## src/rtl/rooth_test_monitor.sv

```systemverilog
// Pass/fail/timeout monitor for the rooth self-test flow. It snoops the core's
// register-file write port and shadows the test-number, end-flag and result registers.
module rooth_test_monitor #(
  parameter int unsigned CPU_WIDTH      = 32,
  parameter int unsigned CNT_WIDTH      = 32,
  parameter int unsigned TIMEOUT_CYCLES = 50000,
  parameter int unsigned SETTLE_CYCLES  = 1,
  parameter int unsigned END_REG        = 26,
  parameter int unsigned RESULT_REG     = 27,
  parameter int unsigned TESTNUM_REG    = 3
) (
  input  logic                 clk,
  input  logic                 rst,
  input  logic                 start_i,
  input  logic                 rd_we_i,
  input  logic [4:0]           rd_addr_i,
  input  logic [CPU_WIDTH-1:0] rd_data_i,
  output logic                 busy_o,
  output logic                 done_o,
  output logic                 pass_o,
  output logic                 fail_o,
  output logic                 timeout_o,
  output logic [CPU_WIDTH-1:0] testnum_o,
  output logic [CNT_WIDTH-1:0] cycles_o
);

  typedef enum logic [1:0] {StIdle, StRun, StSettle, StDone} state_e;

  localparam logic [CNT_WIDTH-1:0] TimeoutLast = CNT_WIDTH'(TIMEOUT_CYCLES - 1);
  localparam logic [3:0]           SettleInit  = 4'(SETTLE_CYCLES);
  localparam bit                   SettleZero  = (SETTLE_CYCLES == 0);
  localparam logic [4:0]           EndIdx      = 5'(END_REG);
  localparam logic [4:0]           ResultIdx   = 5'(RESULT_REG);
  localparam logic [4:0]           TestnumIdx  = 5'(TESTNUM_REG);
  localparam logic [CPU_WIDTH-1:0] One         = CPU_WIDTH'(1);

  state_e                r_state;
  logic [CPU_WIDTH-1:0]  r_x3, r_x26, r_x27;
  logic [CNT_WIDTH-1:0]  r_cycles;
  logic [3:0]            r_settle_cnt;
  logic                  r_done, r_pass, r_fail, r_timeout;
  logic [CPU_WIDTH-1:0]  r_testnum;

  logic                  w_active, w_snoop;
  logic                  w_wr_end, w_wr_res, w_wr_tnum;
  logic [CPU_WIDTH-1:0]  w_x3_nxt, w_x26_nxt, w_x27_nxt;
  logic                  w_end, w_timeout, w_verdict, w_pass_nxt;

  assign w_active  = (r_state == StRun) || (r_state == StSettle);
  assign w_snoop   = w_active && rd_we_i && (rd_addr_i != 5'd0);
  assign w_wr_end  = w_snoop && (rd_addr_i == EndIdx);
  assign w_wr_res  = w_snoop && (rd_addr_i == ResultIdx);
  assign w_wr_tnum = w_snoop && (rd_addr_i == TestnumIdx);

  assign w_x3_nxt  = w_wr_tnum ? rd_data_i : r_x3;
  assign w_x26_nxt = w_wr_end  ? rd_data_i : r_x26;
  assign w_x27_nxt = w_wr_res  ? rd_data_i : r_x27;

  // Only a RUN-state end write starts the settle window; later ones just update the shadow.
  assign w_end      = (r_state == StRun) && w_wr_end && (w_x26_nxt == One);
  assign w_timeout  = (r_state == StRun) && !w_end && (r_cycles == TimeoutLast);
  assign w_verdict  = (w_end && SettleZero) ||
                      ((r_state == StSettle) && (r_settle_cnt == 4'd1));
  // Verdict sees same-edge writes so a late result still counts.
  assign w_pass_nxt = (w_x27_nxt == One);

  always_ff @(posedge clk or posedge rst) begin
    if (rst) begin
      r_state      <= StIdle;
      r_x3         <= '0;
      r_x26        <= '0;
      r_x27        <= '0;
      r_cycles     <= '0;
      r_settle_cnt <= '0;
      r_done       <= 1'b0;
      r_pass       <= 1'b0;
      r_fail       <= 1'b0;
      r_timeout    <= 1'b0;
      r_testnum    <= '0;
    end else if (start_i) begin
      r_state      <= StRun;
      r_x3         <= '0;
      r_x26        <= '0;
      r_x27        <= '0;
      r_cycles     <= '0;
      r_settle_cnt <= '0;
      r_done       <= 1'b0;
      r_pass       <= 1'b0;
      r_fail       <= 1'b0;
      r_timeout    <= 1'b0;
      r_testnum    <= '0;
    end else begin
      unique case (r_state)
        StRun, StSettle: begin
          r_x3     <= w_x3_nxt;
          r_x26    <= w_x26_nxt;
          r_x27    <= w_x27_nxt;
          r_cycles <= r_cycles + CNT_WIDTH'(1);
          if (w_verdict) begin
            r_state   <= StDone;
            r_done    <= 1'b1;
            r_pass    <= w_pass_nxt;
            r_fail    <= !w_pass_nxt;
            r_testnum <= w_x3_nxt;
          end else if (w_timeout) begin
            r_state   <= StDone;
            r_done    <= 1'b1;
            r_timeout <= 1'b1;
            r_testnum <= w_x3_nxt;
          end else if (w_end) begin
            r_state      <= StSettle;
            r_settle_cnt <= SettleInit;
          end else if (r_state == StSettle) begin
            r_settle_cnt <= r_settle_cnt - 4'd1;
          end
        end
        StIdle, StDone: begin
        end
        default: r_state <= StIdle;
      endcase
    end
  end

  assign busy_o    = w_active;
  assign done_o    = r_done;
  assign pass_o    = r_pass;
  assign fail_o    = r_fail;
  assign timeout_o = r_timeout;
  assign testnum_o = r_testnum;
  assign cycles_o  = r_cycles;

endmodule

```

## config.mk

```make
export PLATFORM = sky130hd
export DESIGN_NAME = rooth_test_monitor
export DESIGN_NICKNAME = d
export VERILOG_FILES = /design/src/rtl/rooth_test_monitor.sv
export SDC_FILE = /design/constraint.sdc
export NUM_CORES = 1
export LEC_CHECK = 0
export CORE_MARGIN = 2
export CORE_UTILIZATION = 45
export CTS_CLUSTER_DIAMETER = 80
export CTS_CLUSTER_SIZE = 20
export DETAILED_ROUTE_END_ITERATION = 8
export GPL_TIMING_DRIVEN = 1
export PLACE_DENSITY = 0.7
export SETUP_SLACK_MARGIN = 0.02
export SYNTH_ARGS = -nofsm -noshare
export SYNTH_HDL_FRONTEND = slang
export SYNTH_SLANG_ARGS = --single-unit
```

## constraint.sdc

```tcl
create_clock -name clk -period 12.7 [get_ports clk]
set_clock_uncertainty 0.15 [all_clocks]
set_input_delay 2.54 -clock clk [delete_from_list [all_inputs] [get_ports clk]]
set_output_delay 2.54 -clock clk [all_outputs]
set_load 0.1 [all_outputs]
```

==> results of run 1 <==
==> per-stage QoR <==
stage                     hold slack (ps)  power [mW]  cell area [um^2]
final                               369.8      0.9894              8130
after detailed placement            353.4      0.5042              7537
after global placement              342.8      0.5033              7537
after CTS                           368.1       1.000              8130
after global routing                387.0       1.025              8130
after floorplan                     335.5      0.4792              6350
==> worst paths after layout <==
check	to	slack, ps	cells past startpoint
setup / recovery	busy_o	7190	4
max in group asynchronous	testnum_o[23]	8610	3
min in group asynchronous	cycles_o[26]	2400	2
setup reg to reg	testnum_o[25]	9340	9
hold / removal	timeout_o	370	2
hold reg to reg	timeout_o	370	2
==> area by class of cell <==
cell class	count	area, um^2
Clock buffer	20	446.7
Clock inverter	11	146.4
Fill cell	1124	5697
Inverter	9	38.79
Multi-Input combinational cell	422	2694
Sequential cell	138	3453
Tap cell	180	225.2
Timing Repair Buffer	114	1126
==> worst max-delay path: cells and delay by family, from the launching register on <==
family,cells,cell delay [ps]
buf+inv,3,1520
fa+ha+maj,1,510
flops,1,380
==> layout by cell type, fill, tap and decap left out, types with 2 or more instances in the layout <==
cell type	synthesis	final
sky130_fd_sc_hd__o21ai_0	4	4
sky130_fd_sc_hd__nor4_2	2	2
sky130_fd_sc_hd__inv_1	9	8
sky130_fd_sc_hd__ha_1	5	5
sky130_fd_sc_hd__clkinv_2	0	3
sky130_fd_sc_hd__nor4bb_1	2	2
sky130_fd_sc_hd__nor4b_2	2	2
sky130_fd_sc_hd__dfrtp_1	138	138
sky130_fd_sc_hd__nor4b_1	3	3
sky130_fd_sc_hd__and3_1	3	3
sky130_fd_sc_hd__o31ai_1	17	17
sky130_fd_sc_hd__xnor2_1	12	12
sky130_fd_sc_hd__clkinv_4	0	2
sky130_fd_sc_hd__clkbuf_1	29	2
sky130_fd_sc_hd__mux2i_1	33	33
sky130_fd_sc_hd__buf_4	0	6
sky130_fd_sc_hd__nor2_1	75	74
sky130_fd_sc_hd__o31ai_2	17	17
sky130_fd_sc_hd__nand3b_1	32	32
sky130_fd_sc_hd__xor2_1	20	20
sky130_fd_sc_hd__nand4_1	14	14
sky130_fd_sc_hd__bufinv_16	0	3
sky130_fd_sc_hd__nor3b_1	2	2
sky130_fd_sc_hd__clkdlybuf4s50_1	0	108
sky130_fd_sc_hd__and2_1	3	3
sky130_fd_sc_hd__nor3_1	7	7
sky130_fd_sc_hd__a21oi_1	36	36
sky130_fd_sc_hd__and4_1	6	6
sky130_fd_sc_hd__inv_6	0	2
sky130_fd_sc_hd__or3_1	3	2
sky130_fd_sc_hd__nand3_1	10	10
sky130_fd_sc_hd__clkinvlp_4	0	2
sky130_fd_sc_hd__nor4_1	20	20
sky130_fd_sc_hd__nand2_1	82	82
sky130_fd_sc_hd__clkbuf_16	0	17
==> layer usage <==
metal	GRT usage, %	part of all wire, %	vias up	routed length [um]
met4	6.609	0.99	0	148
met3	6.506	6.9	12	1031
met5	0	0	-	0
li1	-	-	2321	-
met1	27.86	45	2453	6642
met2	32.87	48	126	7092
==> logic make-up after synthesis <==
logic type | count (synthesis)
AND/OR/NAND/NOR | 272
flip-flops | 138
AO/OA/AOI/OAI | 80
buffers and inverters | 49
multiplexers | 33
XOR/XNOR | 32
adder cells (fa/ha/maj) | 5
==> sequential cells by signal, indices dropped and copies added (netlist names), 2 cells and up <==
name and cells:
r_state 2, cycles_o 32, r_settle_cnt 4, testnum_o 32, r_x3 32, r_x27 32
==> power breakdown <==
part | switching (mW) | leakage (nW) | internal, mW
Clock | 0.181 | 0.286 | 0.313
Sequential | 0.00165 | 1.92 | 0.442
Combinational | 0.0338 | 1.37 | 0.0183
Total | 0.216 | 3.57 | 0.773
==> cell usage after synthesis (all sizes together) (2+ instances only) <==
| cell type | count | share of area [%] |
|---|---|---|
| mux2i | 33 | 5.2 |
| nor2 | 75 | 4.4 |
| o21ai | 4 | 0.32 |
| a21oi | 36 | 2.8 |
| and4 | 6 | 0.83 |
| o31ai | 34 | 5.4 |
| nand2 | 82 | 4.8 |
| nor4bb | 2 | 0.32 |
| nor3b | 2 | 0.24 |
| and3 | 3 | 0.30 |
| dfrtp | 138 | 54 |
| buf | 11 | 1.1 |
| inv | 9 | 0.53 |
| xnor2 | 12 | 1.7 |
| nand3 | 10 | 0.79 |
| nand4 | 14 | 1.4 |
| nand3b | 32 | 3.8 |
| and2 | 3 | 0.30 |
| clkbuf | 29 | 1.7 |
| or3 | 3 | 0.30 |
| nor3 | 7 | 0.55 |
| ha | 5 | 0.99 |
| nor4b | 5 | 0.89 |
| nor4 | 23 | 2.7 |
| xor2 | 20 | 2.8 |
==> summary.log, run 1 <==
INFO  global_routing grt_antenna_before_repair=0
INFO  job            maxCapViolations=0
INFO  routing        routed_wirelength=14910um
INFO  pwr            power-per-cell-area=121.7nW/um^2
INFO  setup_path     critical-path-max-stage-delay=1180ps
INFO  clock_tree     cts.root.buffer_cell=sky130_fd_sc_hd__clkbuf_16
INFO  final_layout   final_net_count=748
INFO  synth          post_syn_instances=609
INFO  clock_tree     cts.sinks=138
INFO  min_path       worst_hold_path_type=flip-flop to flip-flop
INFO  final_layout   flow.area_growth_from_synthesis=28.04%
INFO  synth          netlist-cell-type-count=42
INFO  placed_design  routabilityCongestion=0.8659
INFO  setup_path     criticalPathCategory=flip-flop to output pin
INFO  pwr            power.static_leakage=3.572nW
INFO  global_routing grt_overflow=0
INFO  final_layout   final_cells=894
INFO  sta            worst_slew_margin_rel=27.36%
INFO  sta            setup_tns=0ps
INFO  clock_tree     clk_path_buf_depth=2
INFO  clock_tree     cts.repair_timing.setup_buffer_count=0
INFO  synth          synth-xor-area-share=4.414%
INFO  placed_design  placement.setup.worst_slack=7359ps
INFO  setup_path     path_cells=inv_1, ha_1, inv_1, clkdlybuf4s50_1
INFO  routing        detail_route.drc_violations=0
INFO  synth          post_synth.cell_area_avg=10.43um^2
INFO  setup_path     setup.worst_path.start_class=flip-flop
INFO  setup_path     worstReg2RegStart=r_state[0]
INFO  placed_design  count_of_buffers_inserted_at_the_top_level_ports=109
INFO  synth          ys_warn_count=0
INFO  placed_design  place_hpwl=9934um
INFO  synth          synth_seq_cells=138
INFO  clock_tree     cts.repair.resized=0
INFO  setup_path     endpoint_kind=output pin
INFO  sta            finalSetupViolations=0
INFO  synth          synthMuxAreaShare=5.202%
INFO  clock_tree     cts.clk_slew.worst_paths=60ps
INFO  sta            layout_min_cycle_time=5507ps
INFO  setup_path     timing.critical_path.required=10010ps
INFO  sta            achievable-frequency=181.6MHz
INFO  clock_tree     h_tree_level_count=4
INFO  sta            timing.final.max_slew_violations=0
INFO  synth          synthesis.area=6350um^2
INFO  routing        detailroute.via_count=4912
INFO  synth          sequential_share_of_the_synthesized_area=54.38%
INFO  clock_tree     clkLatencyLatePin=420ps
INFO  synth          synth-edff-count=0
INFO  routing        route.detailed.vias_per_inst=5.494
INFO  synth          synth_ff_type=sky130_fd_sc_hd__dfrtp_1
INFO  global_routing first_global_vias=4852
INFO  routing        first_pass_iters=4
INFO  setup_path     arrival_worst_endpoint=2820ps
INFO  sta            worst_margin_slew=1090ps
INFO  die            fp.dieH=122.8um
INFO  die            starting_density=45.92%
INFO  sta            rsz0062_at_grt=false
INFO  setup_path     crit_fanout=13
INFO  global_routing largest_net_degree_at_the_start_of_global_routing=114
INFO  synth          synth_compound_gate_area_share=9.320%
INFO  global_routing grt_pass1_wl=24520um
INFO  final_layout   num_antenna_cells=0
INFO  routing        dr.first_iter.drc_count=342
INFO  clock_tree     cts_hold_buffers=0
INFO  placed_design  numPlacedInstances=863
INFO  pwr            worst_ir_drop_vdd=0.09632mV
INFO  setup_path     crit_start=r_state[0]
INFO  sta            postLayoutSetupSlackWorst=7193ps
INFO  setup_path     slowest_stage=sky130_fd_sc_hd__clkdlybuf4s50_1
INFO  synth          synth_adder_area_share=0.9852%
INFO  die            die_x=122.8um
INFO  synth          synth_fp_nets=655
INFO  synth          yosys.area_share.simple=22.31%
INFO  clock_tree     cts_buffers=17
INFO  min_path       min-delay-start=timeout_o
INFO  die            core-area=13830um^2
INFO  synth          synth-async-reset-ratio=100.0%
INFO  sta            hold_viol=0
INFO  die            floorplan.die_area=15080um^2
INFO  die            rows=43
INFO  clock_tree     cts_tree=done
INFO  final_layout   final_layout_size_suffix_gt1_share=8.683%
INFO  global_routing gr-usage-all-layers=20.97%
INFO  die            boundaryPins=110
INFO  synth          main_combinational_cell_family_by_area_after_synthesis=simple AND/OR/NAND/NOR gates
INFO  setup_path     cp_common_cell=sky130_fd_sc_hd__inv_1
INFO  routing        postRouteAntennaNets=0
INFO  outcome        status=complete, no violations
INFO  sta            timing.final.crit_share=43.36%
INFO  final_layout   fin_util=58.80%
INFO  routing        drt-wirelength-per-cell=16.68um
(Power assumes the default switching activity.)
==> run 2: changes to the inputs <==
==> constraint.sdc (replaced) <==
create_clock -name clk -period 5.1 [get_ports clk]
set_clock_uncertainty 0.15 [all_clocks]
set_input_delay 1.02 -clock clk [delete_from_list [all_inputs] [get_ports clk]]
set_output_delay 1.02 -clock clk [all_outputs]
set_load 0.1 [all_outputs]
==> run 2 against run 1 <==
Compared with the run above: via count rose by 1.5%; flip-flop and latch count stayed put; hold slack worse by 5.7 ps; cell count up 0.34%; first-iteration DRC count fell by 18%; clock power is 140% higher; register-to-register slack worse by 7700 ps; critical path depth is the same; cell area about the same; worst setup slack worse by 6100 ps; power is 150% higher; largest cell class unchanged; largest power group unchanged; highest routed layer unchanged.
==> summary.log, run 2 (synthesis results as in run 1) <==
INFO  outcome        status=complete, no violations [unchanged]
INFO  die            core-area=13830um^2 [unchanged]
INFO  setup_path     path_cells=inv_1, ha_1, inv_1, clkdlybuf4s50_1 [unchanged]
INFO  clock_tree     cts_hold_buffers=0 [unchanged]
INFO  pwr            internal_power=1.881mW [was 0.7729 mW]
INFO  sta            timing.final.crit_share=78.27%
INFO  clock_tree     cts.repair_timing.setup_buffer_count=0 [unchanged]
INFO  pwr            power.static_leakage=3.582nW [was 3.572 nW]
INFO  die            rows=43 [unchanged]
INFO  routing        route.detailed.vias_per_inst=5.556 [was 5.494]
INFO  setup_path     critical-path-max-stage-delay=1180ps [about the same]
INFO  min_path       min-delay-start=timeout_o [unchanged]
INFO  min_path       worst_hold_path_type=flip-flop to flip-flop [unchanged]
INFO  setup_path     criticalPathCategory=flip-flop to output pin [unchanged]
INFO  routing        postRouteAntennaNets=0 [unchanged]
INFO  setup_path     crit_fanout=13 [unchanged]
INFO  routing        dr.first_iter.drc_count=280 [was 342]
INFO  routing        detail_route.drc_violations=0 [unchanged]
INFO  global_routing largest_net_degree_at_the_start_of_global_routing=124 [was 114]
INFO  global_routing grt_pass1_wl=25240um [was 24520 um]
INFO  min_path       worst_hold_path.num_cells=2 [unchanged]
INFO  final_layout   flow.area_growth_from_synthesis=28.10% [was 28.04%]
INFO  sta            layout_min_cycle_time=3992ps
INFO  pwr            switching_share=23.08% [was 21.88%]
INFO  die            boundaryPins=110 [unchanged]
INFO  clock_tree     cts.root.buffer_cell=sky130_fd_sc_hd__clkbuf_16 [unchanged]
INFO  global_routing grt_util_met1=28.80% [was 27.86%]
INFO  setup_path     rr_endpoint=testnum_o[8] [was testnum_o[25]]
INFO  setup_path     critical-path-top-delay-family=buffers and inverters [unchanged]
INFO  global_routing gr-usage-all-layers=21.71% [was 20.97%]
INFO  clock_tree     clkLatencyLatePin=420ps [about the same]
INFO  final_layout   layout_common_cells=138 x sky130_fd_sc_hd__dfrtp_1, 108 x sky130_fd_sc_hd__clkdlybuf4s50_1, 82 x sky130_fd_sc_hd__nand2_1, 74 x sky130_fd_sc_hd__nor2_1, 36 x sky130_fd_sc_hd__a21oi_1 [unchanged]
INFO  routing        routed_wirelength=15460um [was 14910 um]
INFO  sta            rsz0062_at_grt=false [unchanged]
INFO  pwr            worst_ir_drop_vdd=0.1746mV [was 0.09632 mV]
INFO  setup_path     crit_start=r_state[0] [unchanged]
INFO  pwr            power-per-cell-area=300.7nW/um^2 [was 121.7 nW/um^2]
INFO  setup_path     arrival_worst_endpoint=2820ps [about the same]
INFO  pwr            combinational_group_share_of_total_power=5.3% [about the same]
INFO  placed_design  count_of_buffers_inserted_at_the_top_level_ports=109 [unchanged]
INFO  sta            worst_margin_slew=1081ps [was 1090 ps]
INFO  placed_design  routabilityCongestion=0.8515 [was 0.8659]
INFO  setup_path     worstReg2RegStart=r_state[0] [unchanged]
INFO  die            fp.dieH=122.8um [unchanged]
INFO  setup_path     cp_common_cell=sky130_fd_sc_hd__inv_1 [unchanged]
INFO  pwr            netSwitchingPower=0.5645mW [was 0.2165 mW]
INFO  clock_tree     cts.clk_slew.worst_paths=60ps [about the same]
INFO  setup_path     timing.critical_path.required=3930ps [was 10010 ps]
INFO  die            starting_density=45.92% [unchanged]
INFO  clock_tree     cts.repair.resized=0 [unchanged]
INFO  die            die_x=122.8um [unchanged]
INFO  die            floorplan.die_area=15080um^2 [unchanged]
INFO  global_routing use_met3=5.112% [was 6.506%]
INFO  sta            worst_slew_margin_rel=27.91% [was 27.36%]
INFO  routing        first_pass_iters=5 [was 4]
INFO  setup_path     reg2reg_slack=1670ps [was 9340 ps]
INFO  global_routing grt_busiest_layer=met2 [unchanged]
INFO  final_layout   fin_util=58.83% [was 58.80%]
INFO  setup_path     endpoint_kind=output pin [unchanged]
INFO  routing        detailroute.via_count=4984 [was 4912]
INFO  clock_tree     h_tree_level_count=4 [unchanged]
INFO  pwr            clock_power_share=49.5% [was 49.9%]
INFO  job            maxCapViolations=0 [unchanged]
INFO  placed_design  place_hpwl=10310um [was 9934 um]
INFO  global_routing grt_antenna_before_repair=0 [unchanged]
INFO  pwr            power.sequential.fraction=45.2% [was 44.9%]
INFO  sta            hold_viol=0 [unchanged]
INFO  final_layout   final_layout_size_suffix_gt1_share=9.218% [was 8.683%]
INFO  setup_path     timing.reg2reg.worst_path_depth=9 [unchanged]
INFO  min_path       min_to=timeout_o [unchanged]
INFO  clock_tree     cts_buffers=17 [unchanged]
INFO  sta            achievable-frequency=250.5MHz
INFO  final_layout   final_net_count=749 [was 748]
INFO  setup_path     worstPathBufferInverterCount=3 [unchanged]
INFO  final_layout   layout.cells.most_common=sky130_fd_sc_hd__dfrtp_1 [unchanged]
INFO  setup_path     slowest_stage=sky130_fd_sc_hd__clkdlybuf4s50_1 [unchanged]
INFO  pwr            totalPowerFinal=2.446mW [was 0.9894 mW]
INFO  routing        drt-wirelength-per-cell=17.24um [was 16.68 um]
INFO  setup_path     setup.worst_path.start_class=flip-flop [unchanged]
INFO  sta            setup_tns=0ps [unchanged]
INFO  clock_tree     clk_path_buf_depth=2 [unchanged]
INFO  sta            timing.final.max_slew_violations=0 [unchanged]
INFO  global_routing grt_overflow=0 [unchanged]
INFO  clock_tree     cts_tree=done [unchanged]
INFO  clock_tree     cts.sinks=138 [unchanged]
INFO  sta            finalSetupViolations=0 [unchanged]
INFO  global_routing first_global_vias=5067 [was 4852]
INFO  global_routing globalRouteMet2Util=34.39% [was 32.87%]
[run 2: changes by cell type in the layout (fill, tap and decap cells not counted), sizes merged]
cell      before  now
diode          0    1
clkinv         5    9
clkinvlp       2    1
buf            6    7
clkbuf        20   18
inv           10   11
bufinv         3    2
[run 2: worst max path at each step]
stage | slack (ps) | depth (start not counted) | endpoint
after CTS | 1080 | 4 | busy_o
final | 1110 | 4 | busy_o
after global routing | 1000 | 4 | busy_o
after floorplan | 230 | 1 | cycles_o[0]
after detailed placement | 1090 | 8 | testnum_o[7]
after global placement | 1140 | 8 | testnum_o[9]
[run 2: layout make-up]
cell class                 instances  area, um^2
clock inverter                    14       147.6
inverter                           9       38.79
antenna                            1       2.502
clock buffer                      18       439.2
timing repair buffer             115        1134
fill                            1174        5693
multi-input combinational        422        2694
sequential                       138        3453
tap                              180       225.2
[run 2: power groups by stage]
stage | clock network (mW) | registers, mW | logic, mW
2_1_floorplan | 0 | 1.14 | 0.0548
3_3_place_gp | 0 | 1.12 | 0.129
3_5_place_dp | 0 | 1.12 | 0.131
4_1_cts | 1.23 | 1.10 | 0.132
5_1_grt | 1.29 | 1.10 | 0.142
6_report | 1.21 | 1.10 | 0.130
[run 2: tightest hold or removal path: stages, from the launching register on]
cell	delay (ps)
sky130_fd_sc_hd__dfrtp_1	350
sky130_fd_sc_hd__a31oi_1	50
sky130_fd_sc_hd__nor2_1	70
[run 2: through the flow]
stage          instances  setup slack (ps)  instance area (um^2)  hold slack, ps
2_1_floorplan        609             233.8                  6350           335.5
3_3_place_gp         864              1142                  7545           342.4
3_5_place_dp         864              1086                  7545           347.4
4_1_cts              896              1076                  8132           367.5
5_1_grt              896              1003                  8132           393.4
6_report             897              1108                  8134           364.0
[run 2: metal layers]
layer / vias to the layer above / wire length (um)
li1: 2320 / -
met1: 2520 / 6839
met2: 126 / 7499
met3: 18 / 878
met4: 0 / 245
met5: - / 0
